<file path="src/rtl/multicycle_control.sv">
// Multi-cycle Moore sequencer for the MIPS datapath: fetch, decode, execute, memory, writeback.
// Define MC_CTRL_BYTE_HALF_EN to decode lb/lh/sb/sh and drive sub-word mem_size.
module multicycle_control #(
  parameter logic [5:0] JR_FUNCT = 6'b001000,
  parameter int         STATE_W  = 4
) (
  input  logic               clk,
  input  logic               rst_n,
  input  logic [5:0]         opcode,
  input  logic [5:0]         funct,
  input  logic               zero,
  input  logic               mem_ready,
  output logic               pc_en,
  output logic               iord,
  output logic               mem_read,
  output logic               mem_write,
  output logic [1:0]         mem_size,
  output logic               ir_write,
  output logic               reg_dst,
  output logic               reg_write,
  output logic               mem_to_reg,
  output logic               jal,
  output logic               alu_src_a,
  output logic [1:0]         alu_src_b,
  output logic [5:0]         alu_op,
  output logic [1:0]         pc_source,
  output logic               illegal_op,
  output logic [STATE_W-1:0] state
);

  typedef enum logic [3:0] {
    IDLE, FETCH, DECODE, MEM_ADDR, MEM_RD, MEM_WB, MEM_WR, EXEC_R,
    R_WB, EXEC_I, I_WB, BRANCH, JUMP, JR, JAL_WB, ILLEGAL
  } state_e;

  state_e     state_q, state_d;
  logic [5:0] op_q, op_n;

  logic       pc_en_q, iord_q, mem_read_q, mem_write_q, reg_dst_q, reg_write_q;
  logic       mem_to_reg_q, jal_q, alu_src_a_q, illegal_q, fetch_q, branch_q, br_inv_q;
  logic [1:0] alu_src_b_q, pc_source_q;
  logic [5:0] alu_op_q;

  function automatic state_e decode_op(input logic [5:0] op, input logic [5:0] fn);
    state_e s;
    case (op)
      6'b000000: s = (fn == JR_FUNCT) ? JR : EXEC_R;
      6'b001000, 6'b011111, 6'b001100,
      6'b001101, 6'b001010, 6'b001111: s = EXEC_I;
      6'b100011, 6'b101011: s = MEM_ADDR;
`ifdef MC_CTRL_BYTE_HALF_EN
      6'b100000, 6'b100001, 6'b101000, 6'b101001: s = MEM_ADDR;
`endif
      6'b000100, 6'b000101, 6'b000001: s = BRANCH;
      6'b000010: s = JUMP;
      6'b000011: s = JAL_WB;
      default:   s = ILLEGAL;
    endcase
    return s;
  endfunction

  function automatic logic [5:0] branch_alu_op(input logic [5:0] op);
    case (op)
      6'b000100: return 6'b000001;
      6'b000101: return 6'b000101;
      default:   return 6'b111111;
    endcase
  endfunction

  // The opcode is captured leaving DECODE; outputs registered on that same edge need the live copy.
  always_comb op_n = (state_q == DECODE) ? opcode : op_q;

  always_comb begin
    state_d = state_q;
    case (state_q)
      IDLE:     state_d = FETCH;
      FETCH:    state_d = mem_ready ? DECODE : FETCH;
      DECODE:   state_d = decode_op(opcode, funct);
      EXEC_R:   state_d = R_WB;
      EXEC_I:   state_d = I_WB;
      MEM_ADDR: state_d = op_q[3] ? MEM_WR : MEM_RD;
      MEM_RD:   state_d = mem_ready ? MEM_WB : MEM_RD;
      MEM_WR:   state_d = mem_ready ? FETCH : MEM_WR;
      default:  state_d = FETCH;
    endcase
  end

`ifdef MC_CTRL_BYTE_HALF_EN
  logic [1:0] mem_size_q;

  // Word ops end in 11; byte ops in 00 and halfword ops in 01.
  function automatic logic [1:0] size_of(input logic [1:0] op_lo);
    case (op_lo)
      2'b00:   return 2'b10;
      2'b01:   return 2'b01;
      default: return 2'b00;
    endcase
  endfunction

  always_ff @(posedge clk or negedge rst_n) begin
    if (!rst_n) begin
      mem_size_q <= 2'b00;
    end else if (state_d == MEM_RD || state_d == MEM_WR) begin
      mem_size_q <= size_of(op_n[1:0]);
    end else begin
      mem_size_q <= 2'b00;
    end
  end

  assign mem_size = mem_size_q;
`else
  assign mem_size = 2'b00;
`endif

  always_ff @(posedge clk or negedge rst_n) begin
    if (!rst_n) begin
      state_q      <= IDLE;
      op_q         <= 6'b0;
      pc_en_q      <= 1'b0;
      iord_q       <= 1'b0;
      mem_read_q   <= 1'b0;
      mem_write_q  <= 1'b0;
      reg_dst_q    <= 1'b0;
      reg_write_q  <= 1'b0;
      mem_to_reg_q <= 1'b0;
      jal_q        <= 1'b0;
      alu_src_a_q  <= 1'b0;
      alu_src_b_q  <= 2'b00;
      alu_op_q     <= 6'b0;
      pc_source_q  <= 2'b00;
      illegal_q    <= 1'b0;
      fetch_q      <= 1'b0;
      branch_q     <= 1'b0;
      br_inv_q     <= 1'b0;
    end else begin
      state_q <= state_d;
      if (state_q == DECODE) op_q <= opcode;
      pc_en_q      <= 1'b0;
      iord_q       <= 1'b0;
      mem_read_q   <= 1'b0;
      mem_write_q  <= 1'b0;
      reg_dst_q    <= 1'b0;
      reg_write_q  <= 1'b0;
      mem_to_reg_q <= 1'b0;
      jal_q        <= 1'b0;
      alu_src_a_q  <= 1'b0;
      alu_src_b_q  <= 2'b00;
      alu_op_q     <= 6'b0;
      pc_source_q  <= 2'b00;
      illegal_q    <= 1'b0;
      fetch_q      <= 1'b0;
      branch_q     <= 1'b0;
      br_inv_q     <= 1'b0;
      case (state_d)
        FETCH:    begin mem_read_q <= 1'b1; alu_src_b_q <= 2'b01; fetch_q <= 1'b1; end
        DECODE:   alu_src_b_q <= 2'b11;
        MEM_ADDR: begin alu_src_a_q <= 1'b1; alu_src_b_q <= 2'b10; end
        MEM_RD:   begin mem_read_q <= 1'b1; iord_q <= 1'b1; end
        MEM_WB:   begin reg_write_q <= 1'b1; mem_to_reg_q <= 1'b1; end
        MEM_WR:   begin mem_write_q <= 1'b1; iord_q <= 1'b1; end
        EXEC_R:   begin alu_src_a_q <= 1'b1; alu_op_q <= 6'b000010; end
        R_WB:     begin reg_dst_q <= 1'b1; reg_write_q <= 1'b1; end
        EXEC_I:   begin alu_src_a_q <= 1'b1; alu_src_b_q <= 2'b10; alu_op_q <= op_n; end
        I_WB:     reg_write_q <= 1'b1;
        BRANCH: begin
          alu_src_a_q <= 1'b1;
          pc_source_q <= 2'b01;
          alu_op_q    <= branch_alu_op(op_n);
          branch_q    <= 1'b1;
          br_inv_q    <= (op_n == 6'b000101);
        end
        JUMP:     begin pc_en_q <= 1'b1; pc_source_q <= 2'b10; end
        JR:       begin pc_en_q <= 1'b1; pc_source_q <= 2'b11; end
        JAL_WB:   begin pc_en_q <= 1'b1; pc_source_q <= 2'b10; reg_write_q <= 1'b1; jal_q <= 1'b1; end
        ILLEGAL:  illegal_q <= 1'b1;
        default:  ;
      endcase
    end
  end

  // Fetch advance and branch resolution depend on same-cycle handshake/flag inputs.
  assign ir_write   = fetch_q & mem_ready;
  assign pc_en      = pc_en_q | (fetch_q & mem_ready) | (branch_q & (zero ^ br_inv_q));
  assign iord       = iord_q;
  assign mem_read   = mem_read_q;
  assign mem_write  = mem_write_q;
  assign reg_dst    = reg_dst_q;
  assign reg_write  = reg_write_q;
  assign mem_to_reg = mem_to_reg_q;
  assign jal        = jal_q;
  assign alu_src_a  = alu_src_a_q;
  assign alu_src_b  = alu_src_b_q;
  assign alu_op     = alu_op_q;
  assign pc_source  = pc_source_q;
  assign illegal_op = illegal_q;
  assign state      = STATE_W'(state_q);

endmodule

</file>
<file path="config.mk">
export PLATFORM = sky130hd
export DESIGN_NAME = multicycle_control
export DESIGN_NICKNAME = d
export VERILOG_FILES = /design/src/rtl/multicycle_control.sv
export SDC_FILE = /design/constraint.sdc
export NUM_CORES = 1
export LEC_CHECK = 0
export CAP_MARGIN = 20
export CORE_AREA = 2 2 57 59
export CTS_CLUSTER_SIZE = 10
export DETAILED_ROUTE_END_ITERATION = 16
export DIE_AREA = 0 0 59 61
export DONT_BUFFER_PORTS = 1
export GPL_TIMING_DRIVEN = 0
export PLACE_DENSITY = 0.71
export SLEW_MARGIN = 20
export SYNTH_ARGS = -nofsm -noshare
export SYNTH_HDL_FRONTEND = slang
export SYNTH_SLANG_ARGS = --single-unit
</file>
<file path="constraint.sdc">
create_clock -name clk -period 2.4 [get_ports clk]
set_clock_uncertainty 0.1 [all_clocks]
set_input_delay 0.72 -clock clk [delete_from_list [all_inputs] [get_ports clk]]
set_output_delay 0.72 -clock clk [all_outputs]
set_load 0.05 [all_outputs]
</file>
# Word level (Yosys, flattened, before mapping)
# Cells that the tools add are included.
[totals]
in_bits = 16
register_bits = 33
elab_cells = 97
[classes]
bitwise = 5
n_reduce_logical = 11
mux = 25
n_eq_ne = 38
[op_table]
columns = ["cell", "n"]
rows = [
  ["== test 4 bit (second input constant)", 9],
  ["== test 6 x 4 -> 1 bit (second input constant)", 6],
  ["== test 4 x 3 -> 1 bit (second input constant)", 7],
  ["case mux 4 bit (7 select lines)", 1],
  ["== test 6 x 3 -> 1 bit (second input constant)", 4],
  ["case mux 4 bit (6 select lines)", 1],
  ["case mux 6 bit (3 select lines)", 1],
  ["== test 4 x 2 -> 1 bit (second input constant)", 4],
  ["two-way mux 1 bit", 14],
  ["== test 6 x 2 -> 1 bit (second input constant)", 2],
  ["== test 6 bit (second input constant)", 2],
  ["case mux 2 bit (3 select lines)", 2],
  ["case mux 6 bit (2 select lines)", 1],
  ["OR reduction 2 bit", 5],
  ["== test 4 x 1 -> 1 bit (second input constant)", 2],
  ["OR reduction 4 bit", 2],
  ["== test 6 x 1 -> 1 bit (second input constant)", 1],
  ["== test 6 x 5 -> 1 bit (second input constant)", 1],
  ["zero test 6 bit", 1],
  ["two-way mux 6 bit", 1],
  ["OR reduction 3 bit", 2],
  ["OR reduction 6 bit", 1],
  ["two-way mux 2 bit", 2],
  ["two-way mux 4 bit", 1],
  ["other kinds (4)", 6],
]

# Logic depth before layout (Yosys ltp)
# Gate-level depths: netlist of run 1.
[depth]
ltp_word = 7
mapped_depth = 9
mapped_depth_nobuf = 7

# Worst setup path before layout of run 1
# No wires, ideal clock.
[synth_path]
path_type = "flip-flop to flip-flop"
from = "register state_q[0] (netlist: state[0])"
to = "register alu_op_q[1] (netlist: alu_op[1])"
stages_incl_launch_ff = 8
t_required_ns = 2.161
synth_period_minus_slack_ns = 2.780
path_slack_ns = -0.380
n_path_buf = 1
setup_ns = 0.139
arrival_time_ns = 2.540
path_cell_list = "dfrtp_1 buf_4 nor4b_4 mux2_2 nand2b_1 or4_4 mux2i_1 o32ai_1"
[synth_between]
elab_chain_cells = 5
[synth_rtl]
columns = ["item", "line", "source"]
rows = [
  ["from (decl)", "36", "state_e state_q, state_d;"],
  ["from (signal assigned)", "136", "state_q <= state_d;"],
  ["== test 4 x 2 -> 1 bit *", "71", "always_comb op_n = (state_q == DECODE) ? opcode : op_q;"],
  ["two-way mux 6 bit *", "-", ""],
  ["named net op_n[1]", "37", "logic [5:0] op_q, op_n;"],
  ["== test 6 x 3 -> 1 bit", "63", "case (op)"],
  ["case mux 6 bit (2 select lines)", "63", ""],
  ["case mux 6 bit (3 select lines) *", "154", "case (state_d)"],
  ["to (signal assigned)", "168", "alu_op_q <= branch_alu_op(op_n);"],
  ["to (decl)", "42", "logic [5:0] alu_op_q;"],
]
# Mark *: on every way through the listed nets, which the timed path passes. The rest lies on a longest branch.

# Worst setup path after layout of run 1
[layout_path]
from = "register state_q[3] (netlist: state[3])"
to = "register alu_op_q[1] (netlist: alu_op[1])"
# The elaborated chain is that of the path after synthesis.

==> impl_results.md, run 1 <==
* Status: finished with violations
* Failing checks: setup timing
* Cell Area, Synth at 1582 um2
* Core area at 2953 um2
* Fin. max-slew vios at 0
* Final hold vios at 0
* Die area at 3599 um2
* PortBufs at 0
* Synth Warn # at 0
* Post-Layout Cell Count at 210
* Router iterations before antenna repair at 4
* Fillers at 206
* Fin crit share at 109.7%
* WS Path Type: flip-flop to flip-flop
* Met2 routed WL at 1770 um
* WP data required at 2500 ps
* Detailed placement HPWL at 2206 um
* Routability congestion estimate at 0.7440
* Slew @ Worst Pin at 582.0 ps
* Routed len/inst at 16.25 um
* Antenna diodes at 0
* Post-synth EDFFs at 0
* CTS clk-pin slew, worst paths at 110 ps
* Fin nets at 192
* Place WS at -527.1 ps
* Distinct cells, synth at 47
* Crit-path leading delay family: simple AND/OR/NAND/NOR gates
* Fmax achieved at 380.0 MHz
* Avg Cell Area, Syn at 10.54 um2
* Layout cell share with drive strength beyond 1 at 39.55%
* RSZ-0062 raised after global routing: yes
* Max-Cap Viols at 0
* Die W at 59 um
* Largest area contributor in the netlist: dfrtp_1
* Power per cell area at 1570 nW/um2
* Maximum fanout along the worst path at 5
* LEAKAGE at 0.9605 nW
* DR iter-0 viols at 31
* Mapped Cells at 150
* Total track usage at 20.16%
* Crit path cell chain: buf_6 > nor4b_4 > buf_4 > buf_12 > mux2_4 > nand2b_4 > or4_4 > mux2i_2 > o32ai_1
* Ys flop type: dfrtp_1
* DRC viols at 0
* Die Y at 61 um
* Max incr delay on CP at 530 ps
* Sequential area share after synthesis at 52.22%
* Top Metal Used: met4
* Most common cell after layout, fill and taps aside: dfrtp_1
* Setup_tns at -1171 ps
* CTS Buf Count at 5
* Largest net degree at the start of global routing at 34
* Clock Tree Root: clkbuf_4
* Post-route cell area at 2098 um2
* Crit start category: flip-flop
* Worst VDD drop at 814.5 uV
* Via/cell ratio at 5.819
* Final setup viols at 11
* Hold_ws at 96.62 ps
* First-pass GRT wire length at 5244 um
* Overflow after GRT at 0
* Clock Latency Late Sink at 330 ps
* CP Buf/Inv Count at 3
* Met3 wire len at 147 um
* Clock sink count at 33
* DR vias at 1222
* CTS tree: built
* Hold WC Path Type: input port to async pin
* Commonest cells after routing, fill and taps aside: dfrtp_1 (29), buf_4 (14), nor2_1 (11), nand2_1 (6)
* Number of antenna violations at the first check in global routing at 0
* Routed met1 length at 1460 um
* Vias in the first global route at 1096
* Critical-path top delay cell: dfrtp_2
* Synth top area share at 52.22%
* Slew HR at 61.20%
* Flops & latches, synth at 33
* Clock Path Buffers at 2
* Routed wire length at 3413 um
* Placed insts at 184
* Worst Setup End Kind: flip-flop
* Area of placed instances at 1697 um2
* Asr flop ratio synth at 100.0%
* Post-route minimum period at 2632 ps
* Top cells by area, synth: dfrtp_1 (52%), mux2i_1 (3.2%), mux2_2 (2.8%), nor2_1 (2.8%), o21ai_0 (2.5%)
* Area delta synth->final at 32.67%
* Htree depth at 2
* DRT antenna net count at 0
* Row count at 20
* IO Pins at 43
* Worst EP arrival at 2740 ps
* Final setup margin at -231.7 ps
* Initial Util at 53.56%
## cell usage after synthesis (all sizes together), types with 2 or more instances
cell type,number
clkbuf,4
or4,2
xnor2,2
mux2i,5
nor4,5
nor2,12
nor2b,3
inv,6
mux2,5
nand3,3
nor3,3
nand2b,6
buf,7
a21oi,6
and3,3
o21ai,9
nand2,9
dfrtp,33
nor4b,3
nand3b,4
nor3b,3
## layer usage
layer | GRT usage, % | vias to the layer above
met1 | 25.91 | 614
met5 | 0 | -
li1 | - | 570
met2 | 32.22 | 32
met4 | 5.844 | 0
met3 | 7.249 | 6
## per-stage QoR
stage | util (%) | power (mW)
2_1_floorplan | - | 2.150
3_3_place_gp | 57.46 | 2.315
3_5_place_dp | 57.46 | 2.340
4_1_cts | 64.28 | 2.907
5_1_grt | 71.06 | 3.491
6_report | 71.06 | 3.294
## cell type report
cell class,count,area [um2],area share (%)
Sequential cell,33,830.8,39.59
Multi-Input combinational cell,100,802.0,38.22
Timing Repair Buffer,18,201.4,9.600
Buffer,11,110.1,5.247
Clock buffer,7,55.05,2.624
Tap cell,33,41.29,1.968
Clock inverter,1,30.03,1.431
Inverter,7,27.53,1.312
## worst paths after layout
check                      startpoint   endpoint  slack [ps]  cells after the start
max in group asynchronous       rst_n   state[2]        1920                      1
setup / recovery             state[3]  alu_op[1]        -230                      9
min in group clk              op_q[5]    op_q[5]         410                      1
hold / removal                  rst_n   state[1]         100                      1
setup reg to reg             state[3]  alu_op[1]        -230                      9
hold reg to reg               op_q[5]    op_q[5]         410                      1
## cells by family (layout without fill, tap and decap cells)
family	count (synthesis)	after routing	share of synthesized area, %
buffers and inverters	18	44	5.695
flip-flops	33	33	52.22
AO/OA/AOI/OAI	25	25	10.21
AND/OR/NAND/NOR	60	60	23.02
XOR/XNOR	3	3	1.662
other	1	2	0.2371
multiplexers	10	10	6.962
## repair_timing
item,CTS,global route
gates resized for setup,9,25
buffers inserted,6,10
hold endpoints to repair,33,0
hold buffers,1,0
endpoints found under the setup margin,23,17
pin swaps,1,6
cloned,0,1
## where the power goes
part           total, mW  switching [mW]  internal, mW
clock network      0.432           0.183         0.249
registers           1.25           0.497         0.748
logic               1.62           0.829         0.788
(Power assumes the default switching activity.)
==> run 2, diff against run 1 <==
--- a/config.mk
+++ b/config.mk
@@ -6,13 +6,13 @@
 export NUM_CORES = 1
 export LEC_CHECK = 0
 export CAP_MARGIN = 20
-export CORE_AREA = 2 2 57 59
+export CORE_AREA = 2 2 55 57
 export CTS_CLUSTER_SIZE = 10
 export DETAILED_ROUTE_END_ITERATION = 16
-export DIE_AREA = 0 0 59 61
+export DIE_AREA = 0 0 57 59
 export DONT_BUFFER_PORTS = 1
 export GPL_TIMING_DRIVEN = 0
-export PLACE_DENSITY = 0.71
+export PLACE_DENSITY = 0.73
 export SLEW_MARGIN = 20
 export SYNTH_ARGS = -nofsm -noshare
 export SYNTH_HDL_FRONTEND = slang
==> constraint.sdc (replaced) <==
create_clock -name clk -period 2.5 [get_ports clk]
set_clock_uncertainty 0.1 [all_clocks]
set_input_delay 0.75 -clock clk [delete_from_list [all_inputs] [get_ports clk]]
set_output_delay 0.75 -clock clk [all_outputs]
set_load 0.05 [all_outputs]
==> impl_results.md, run 2 (synthesized netlist as in run 1, its figures left out) <==
* Worst EP arrival at 2680 ps (was 2740 ps)
* LEAKAGE at 0.9212 nW (was 0.9605 nW)
* Max incr delay on CP at 540 ps (was 530 ps)
* Via/cell ratio at 5.850 (was 5.819)
* Area delta synth->final at 25.95% (was 32.67%)
* Fin crit share at 102.4% (was 109.7%)
* Initial Util at 58.36% (was 53.56%)
* Fin. max-slew vios at 0 (unchanged)
* DRC viols at 0 (unchanged)
* Worst VDD drop at 1367 uV (was 814.5 uV)
* Vias in the first global route at 1142 (was 1096)
* Routed met1 length at 1390 um (was 1460 um)
* Routed wire length at 3347 um (was 3413 um)
* Layout cell share with drive strength beyond 1 at 35.43% (was 39.55%)
* DRT antenna net count at 0 (unchanged)
* NetSw at 1.390 mW (was 1.509 mW)
* Largest net degree at the start of global routing at 34 (unchanged)
* Status: finished with violations (unchanged)
* Die Y at 59 um (was 61 um)
* Maximum fanout along the worst path at 7 (was 5)
* DR iter-0 viols at 20 (was 31)
* Met2 routed WL at 1716 um (was 1770 um)
* PortBufs at 0 (unchanged)
* Crit start category: flip-flop (unchanged)
* Fin nets at 190 (was 192)
* Clock sink count at 33 (unchanged)
* Worst Setup End Kind: flip-flop (unchanged)
* Number of antenna violations at the first check in global routing at 0 (unchanged)
* Clock Tree Root: clkbuf_4 (unchanged)
* Core area at 2710 um2 (was 2953 um2)
* DR vias at 1205 (was 1222)
* Final setup viols at 4 (was 11)
* Hold_ws at 118.0 ps (was 96.62 ps)
* Clock Power Share at 14.0% (was 13.1%)
* CTS tree: built (unchanged)
* Reg2Reg Depth at 8 (was 9)
* Clock Path Buffers at 2 (unchanged)
* Place WS at -357.3 ps (was -527.1 ps)
* Routability congestion estimate at 0.7383 (was 0.7440)
* Post-route minimum period at 2561 ps (was 2632 ps)
* IO Pins at 43 (unchanged)
* Sequential Power Share at 40.2% (was 37.8%)
* Die area at 3363 um2 (was 3599 um2)
* Detailed placement HPWL at 2083 um (was 2206 um)
* Slew @ Worst Pin at 546.7 ps (was 582.0 ps)
* Area of placed instances at 1680 um2 (was 1697 um2)
* Commonest cells after routing, fill and taps aside: dfrtp_1 (29), buf_4 (15), nor2_1 (11), nand2_1 (8), o21ai_0 (6) (was dfrtp_1 (29), buf_4 (14), nor2_1 (11), nand2_1 (6))
* Logic pwr share at 45.8% (was 49.1%)
* Failing checks: setup timing (unchanged)
* FF-to-FF setup slack at -60 ps (was -230 ps)
* WS Path Type: flip-flop to flip-flop (unchanged)
* Hold WC Path Type: input port to async pin (unchanged)
* Placed insts at 182 (was 184)
* Internal power consumption at 1.578 mW (was 1.785 mW)
* CTS clk-pin slew, worst paths at 100 ps (was 110 ps)
* WP data required at 2620 ps (was 2500 ps)
* Fmax achieved at 390.5 MHz (was 380.0 MHz)
* Worst r2r src: state[2] (was state[3])
* Post-Layout Cell Count at 206 (was 210)
* Row count at 19 (was 20)
* Clock Latency Late Sink at 340 ps (was 330 ps)
* Routed len/inst at 16.25 um (about the same)
* Sw Share at 46.85% (was 45.82%)
* Max-Cap Viols at 0 (unchanged)
* Critical-path top delay cell: dfrtp_2 (unchanged)
* Final setup margin at -60.97 ps (was -231.7 ps)
* Top Metal Used: met4 (unchanged)
* Total track usage at 20.90% (was 20.16%)
* Antenna diodes at 0 (unchanged)
* Die W at 57 um (was 59 um)
* CTS Buf Count at 5 (unchanged)
* Fillers at 195 (was 206)
* Power per cell area at 1490 nW/um2 (was 1570 nW/um2)
* Fin util at 73.50% (was 71.06%)
* Most common cell after layout, fill and taps aside: dfrtp_1 (unchanged)
* Slew HR at 63.56% (was 61.20%)
* R2r endpoint: alu_op[1] (unchanged)
* Htree depth at 2 (unchanged)
* Crit path cell chain: buf_8 > nor4b_4 > buf_6 > mux2_4 > nand2b_4 > or4_4 > mux2i_2 > o32ai_2 (was buf_6 > nor4b_4 > buf_4 > buf_12 > mux2_4 > nand2b_4 > or4_4 > mux2i_2 > o32ai_1)
* Post-route cell area at 1992 um2 (was 2098 um2)
* Router iterations before antenna repair at 4 (unchanged)
* Overflow after GRT at 0 (unchanged)
* Final hold vios at 0 (unchanged)
* First-pass GRT wire length at 5278 um (was 5244 um)
* RSZ-0062 raised after global routing: yes (unchanged)
* Met3 wire len at 179 um (was 147 um)
-- run 2: metrics by stage --
stage	power, mW	setup TNS, ps
after detailed placement	2.208	-3957
after global placement	2.183	-3651
after CTS	2.792	-53.19
after floorplan	2.030	-502.0
final	2.968	-218.6
after global routing	3.116	-661.3
-- run 2: worst max path at each step --
stage	endpoint	from	cells past startpoint	slack, ps
3_5_place_dp	alu_op[1]	state[2]	7	-360
2_1_floorplan	alu_op[1]	state[3]	7	-130
5_1_grt	alu_op[4]	state[2]	9	-140
6_report	alu_op[1]	state[2]	8	-60
3_3_place_gp	alu_op[1]	state[2]	7	-360
4_1_cts	alu_op[1]	state[2]	8	-50
-- run 2: layout make-up --
class,instances,area (um2),area share [%]
Clock buffer,7,55.05,2.764
Tap cell,31,38.79,1.947
Clock inverter,1,30.03,1.508
Sequential cell,33,830.8,41.71
Inverter,7,26.28,1.319
Multi-Input combinational cell,100,749.5,37.63
Buffer,10,92.59,4.648
Timing Repair Buffer,17,168.9,8.480
-- run 2: worst max-delay path: cells and delay by family (launching register included) --
kind / cells / cell delay, ps
buffers and inverters: 2 / 350
muxes: 2 / 510
and+or+nand+nor: 3 / 840
AOI/OAI and AO/OA: 1 / 90
DFF: 1 / 540
-- run 2: power by group through the flow --
stage	clock [mW]	sequential [mW]	combinational (mW)
5_1_grt	0.440	1.21	1.46
3_3_place_gp	0	1.20	0.983
6_report	0.414	1.19	1.36
2_1_floorplan	0	1.18	0.846
4_1_cts	0.419	1.19	1.18
3_5_place_dp	0	1.20	1.01
-- run 2: repair_timing --
action,4_1_cts,5_1_grt
pin swaps,1,6
setup endpoints to repair,22,16
hold buffers,1,0
resized for setup,9,13
endpoints found under the hold margin,33,0
buffers inserted,8,8
-- run 2: layer usage --
layer  global-route usage (%)  up-vias
met2                    33.99       34
met1                    24.79      587
met3                    8.079       10
met4                    9.302        0
li1                         -      574
met5                        0        -
==> run 3, diff against run 2 <==
--- a/config.mk
+++ b/config.mk
@@ -12,7 +12,7 @@
 export DIE_AREA = 0 0 57 59
 export DONT_BUFFER_PORTS = 1
 export GPL_TIMING_DRIVEN = 0
-export PLACE_DENSITY = 0.73
+export PLACE_DENSITY_LB_ADDON = 0.2
 export SLEW_MARGIN = 20
 export SYNTH_ARGS = -nofsm -noshare
 export SYNTH_HDL_FRONTEND = slang
==> impl_results.md, run 3 (synthesized netlist as in run 1, its figures left out) <==
* Die W at 57 um (unchanged)
* Footprint of the multi-input gates at 724.4 um2 (was 749.5 um2)
* Layout cell share with drive strength beyond 1 at 28.05% (was 35.43%)
* Fillers at 205 (was 195)
* Critical Path Start: state[3] (was state[2])
* WP data required at 2610 ps (was 2620 ps)
* Detailed placement HPWL at 2202 um (was 2083 um)
* FF-to-FF setup slack at -70 ps (was -60 ps)
* Post-Layout Cell Count at 195 (was 206)
* Fin nets at 179 (was 190)
* Most common cell after layout, fill and taps aside: dfrtp_1 (unchanged)
* DRC viols at 0 (unchanged)
* Fmax achieved at 389.7 MHz (was 390.5 MHz)
* Max incr delay on CP at 530 ps (was 540 ps)
* Routed wire length at 3151 um (was 3347 um)
* Failing checks: setup timing (unchanged)
* NetSw at 1.287 mW (was 1.390 mW)
* Hold WC Path Type: input port to async pin (unchanged)
* CTS Buf Count at 5 (unchanged)
* Worst EP arrival at 2680 ps (about the same)
* RSZ-0062 raised after global routing: yes (unchanged)
* First-pass GRT wire length at 4974 um (was 5278 um)
* Max-Cap Viols at 0 (unchanged)
* Clock Latency Late Sink at 340 ps (about the same)
* Worst Setup End Kind: flip-flop (unchanged)
* Sw Share at 48.80% (was 46.85%)
* Total power at 2.637 mW (was 2.968 mW)
* Core area at 2710 um2 (unchanged)
* Fin. max-slew vios at 0 (unchanged)
* Crit path cell chain: buf_6 > nor4b_4 > buf_12 > mux2_4 > nand2b_4 > or4_4 > mux2i_1 > o32ai_1 (was buf_8 > nor4b_4 > buf_6 > mux2_4 > nand2b_4 > or4_4 > mux2i_2 > o32ai_2)
* Routed len/inst at 16.16 um (was 16.25 um)
* Placed insts at 182 (unchanged)
* CTS tree: built (unchanged)
* Register area at 830.8 um2 (unchanged)
* R2r endpoint: alu_op[1] (unchanged)
* DR vias at 1152 (was 1205)
* CTS clk-pin slew, worst paths at 100 ps (about the same)
* Reg2Reg Depth at 8 (unchanged)
* Final hold vios at 0 (unchanged)
* Htree depth at 2 (unchanged)
* Initial Util at 58.36% (unchanged)
* PortBufs at 0 (unchanged)
* Crit start category: flip-flop (unchanged)
* Place WS at -351.2 ps (was -357.3 ps)
* Total track usage at 19.79% (was 20.90%)
* Final setup margin at -66.12 ps (was -60.97 ps)
* Clock Path Buffers at 2 (unchanged)
* Internal power consumption at 1.350 mW (was 1.578 mW)
* LEAKAGE at 0.8450 nW (was 0.9212 nW)
* Final setup viols at 5 (was 4)
* Critical-path top delay cell: dfrtp_2 (unchanged)
* Slew @ Worst Pin at 548.8 ps (was 546.7 ps)
* DRT antenna net count at 0 (unchanged)
* IO Pins at 43 (unchanged)
* Vias in the first global route at 1027 (was 1142)
* Post-route cell area at 1847 um2 (was 1992 um2)
* Maximum fanout along the worst path at 9 (was 7)
* Status: finished with violations (unchanged)
* Commonest cells after routing, fill and taps aside: dfrtp_1 (29), nor2_1 (11), nand2_1 (8), o21ai_0 (6), a21oi_1 (6) (was dfrtp_1 (29), buf_4 (15), nor2_1 (11), nand2_1 (8), o21ai_0 (6))
* Clock Tree Root: clkbuf_4 (unchanged)
* DR iter-0 viols at 23 (was 20)
* Critical Path Sink: alu_op[1] (unchanged)
* Clock Power Share at 12.7% (was 14.0%)
* Via/cell ratio at 5.908 (was 5.850)
* Clock sink count at 33 (unchanged)
* Largest net degree at the start of global routing at 34 (unchanged)
* Sequential Power Share at 45.5% (was 40.2%)
* Antenna diodes at 0 (unchanged)
* Number of antenna violations at the first check in global routing at 0 (unchanged)
* Area delta synth->final at 16.77% (was 25.95%)
* Logic pwr share at 41.8% (was 45.8%)
* Die area at 3363 um2 (unchanged)
* Area of placed instances at 1680 um2 (unchanged)
* Power per cell area at 1428 nW/um2 (was 1490 nW/um2)
* Worst VDD drop at 1317 uV (was 1367 uV)
* WS Path Type: flip-flop to flip-flop (unchanged)
* Worst r2r src: state[3] (was state[2])
* Slew HR at 63.41% (was 63.56%)
* Routability congestion estimate at 0.7956 (was 0.7383)
* Post-route minimum period at 2566 ps (was 2561 ps)
* Router iterations before antenna repair at 4 (unchanged)
* Die Y at 59 um (unchanged)
* Fin crit share at 102.6% (was 102.4%)
* Overflow after GRT at 0 (unchanged)
* Row count at 19 (unchanged)
* Fin util at 68.14% (was 73.50%)
## run 3: cell count changes in the layout (fill, tap and decap cells not counted), sizes merged
| cell | change |
|---|---|
| buf | -12 |
| clkbuf | +1 |
| clkinv | +1 |
| bufinv | -1 |
## run 3: worst min-delay path by stage
stage / endpoint / start / slack [ps] / cells after the start
detailed placement: mem_to_reg / rst_n / 360 / 0
finish: jal / rst_n / 120 / 1
floorplan: alu_op[0] / rst_n / 350 / 0
CTS: op_q[1] / rst_n / 120 / 1
global route: jal / rst_n / 120 / 1
global placement: mem_to_reg / rst_n / 350 / 0
## run 3: power by group through the flow
stage / sequential [mW] / clock, mW / combinational [mW]
floorplan: 1.18 / 0 / 0.846
global placement: 1.20 / 0 / 0.982
detailed placement: 1.20 / 0 / 1.01
CTS: 1.19 / 0.343 / 1.06
global route: 1.22 / 0.363 / 1.21
finish: 1.20 / 0.335 / 1.10
## run 3: metal layers
metal | GRT usage, % | routed length (um) | vias to the layer above
met2 | 32.18 | 1607 | 38
met3 | 8.734 | 223 | 4
met1 | 23.99 | 1285 | 560
li1 | - | - | 550
met5 | 0 | 0 | -
met4 | 5.980 | 36 | 0
## run 3: timing repair
item / CTS / global route
resized for setup: 5 / 6
setup endpoints to repair: 18 / 17
cloned: 0 / 0
endpoints found under the hold margin: 33 / 0
hold buffers: 1 / 0
buffers inserted: 1 / 3
pin swaps: 1 / 1
## run 3: worst max-delay path: cells and delay by family, from the launching register on
| family | cells | cell delay [ps] |
|---|---|---|
| AOI/OAI and AO/OA | 1 | 80 |
| and+or+nand+nor | 3 | 900 |
| buffers and inverters | 2 | 370 |
| muxes | 2 | 460 |
| DFF | 1 | 530 |
## run 3: metrics by stage
step / hold WS, ps / TNS [ps]
after global routing: 116.9 / -944.6
after global placement: 355.0 / -3426
final: 124.9 / -207.0
after CTS: 121.1 / -249.7
after detailed placement: 355.0 / -3748
after floorplan: 354.4 / -502.0
## run 3: area by class of cell
class,count,area share (%)
repair buffers,5,3.388
inverters,7,1.423
multi-input cells,100,39.23
clock buffers,7,3.523
well taps,31,2.100
clock inverters,1,0.2710
plain buffers,11,5.081
flip-flops and latches,33,44.99
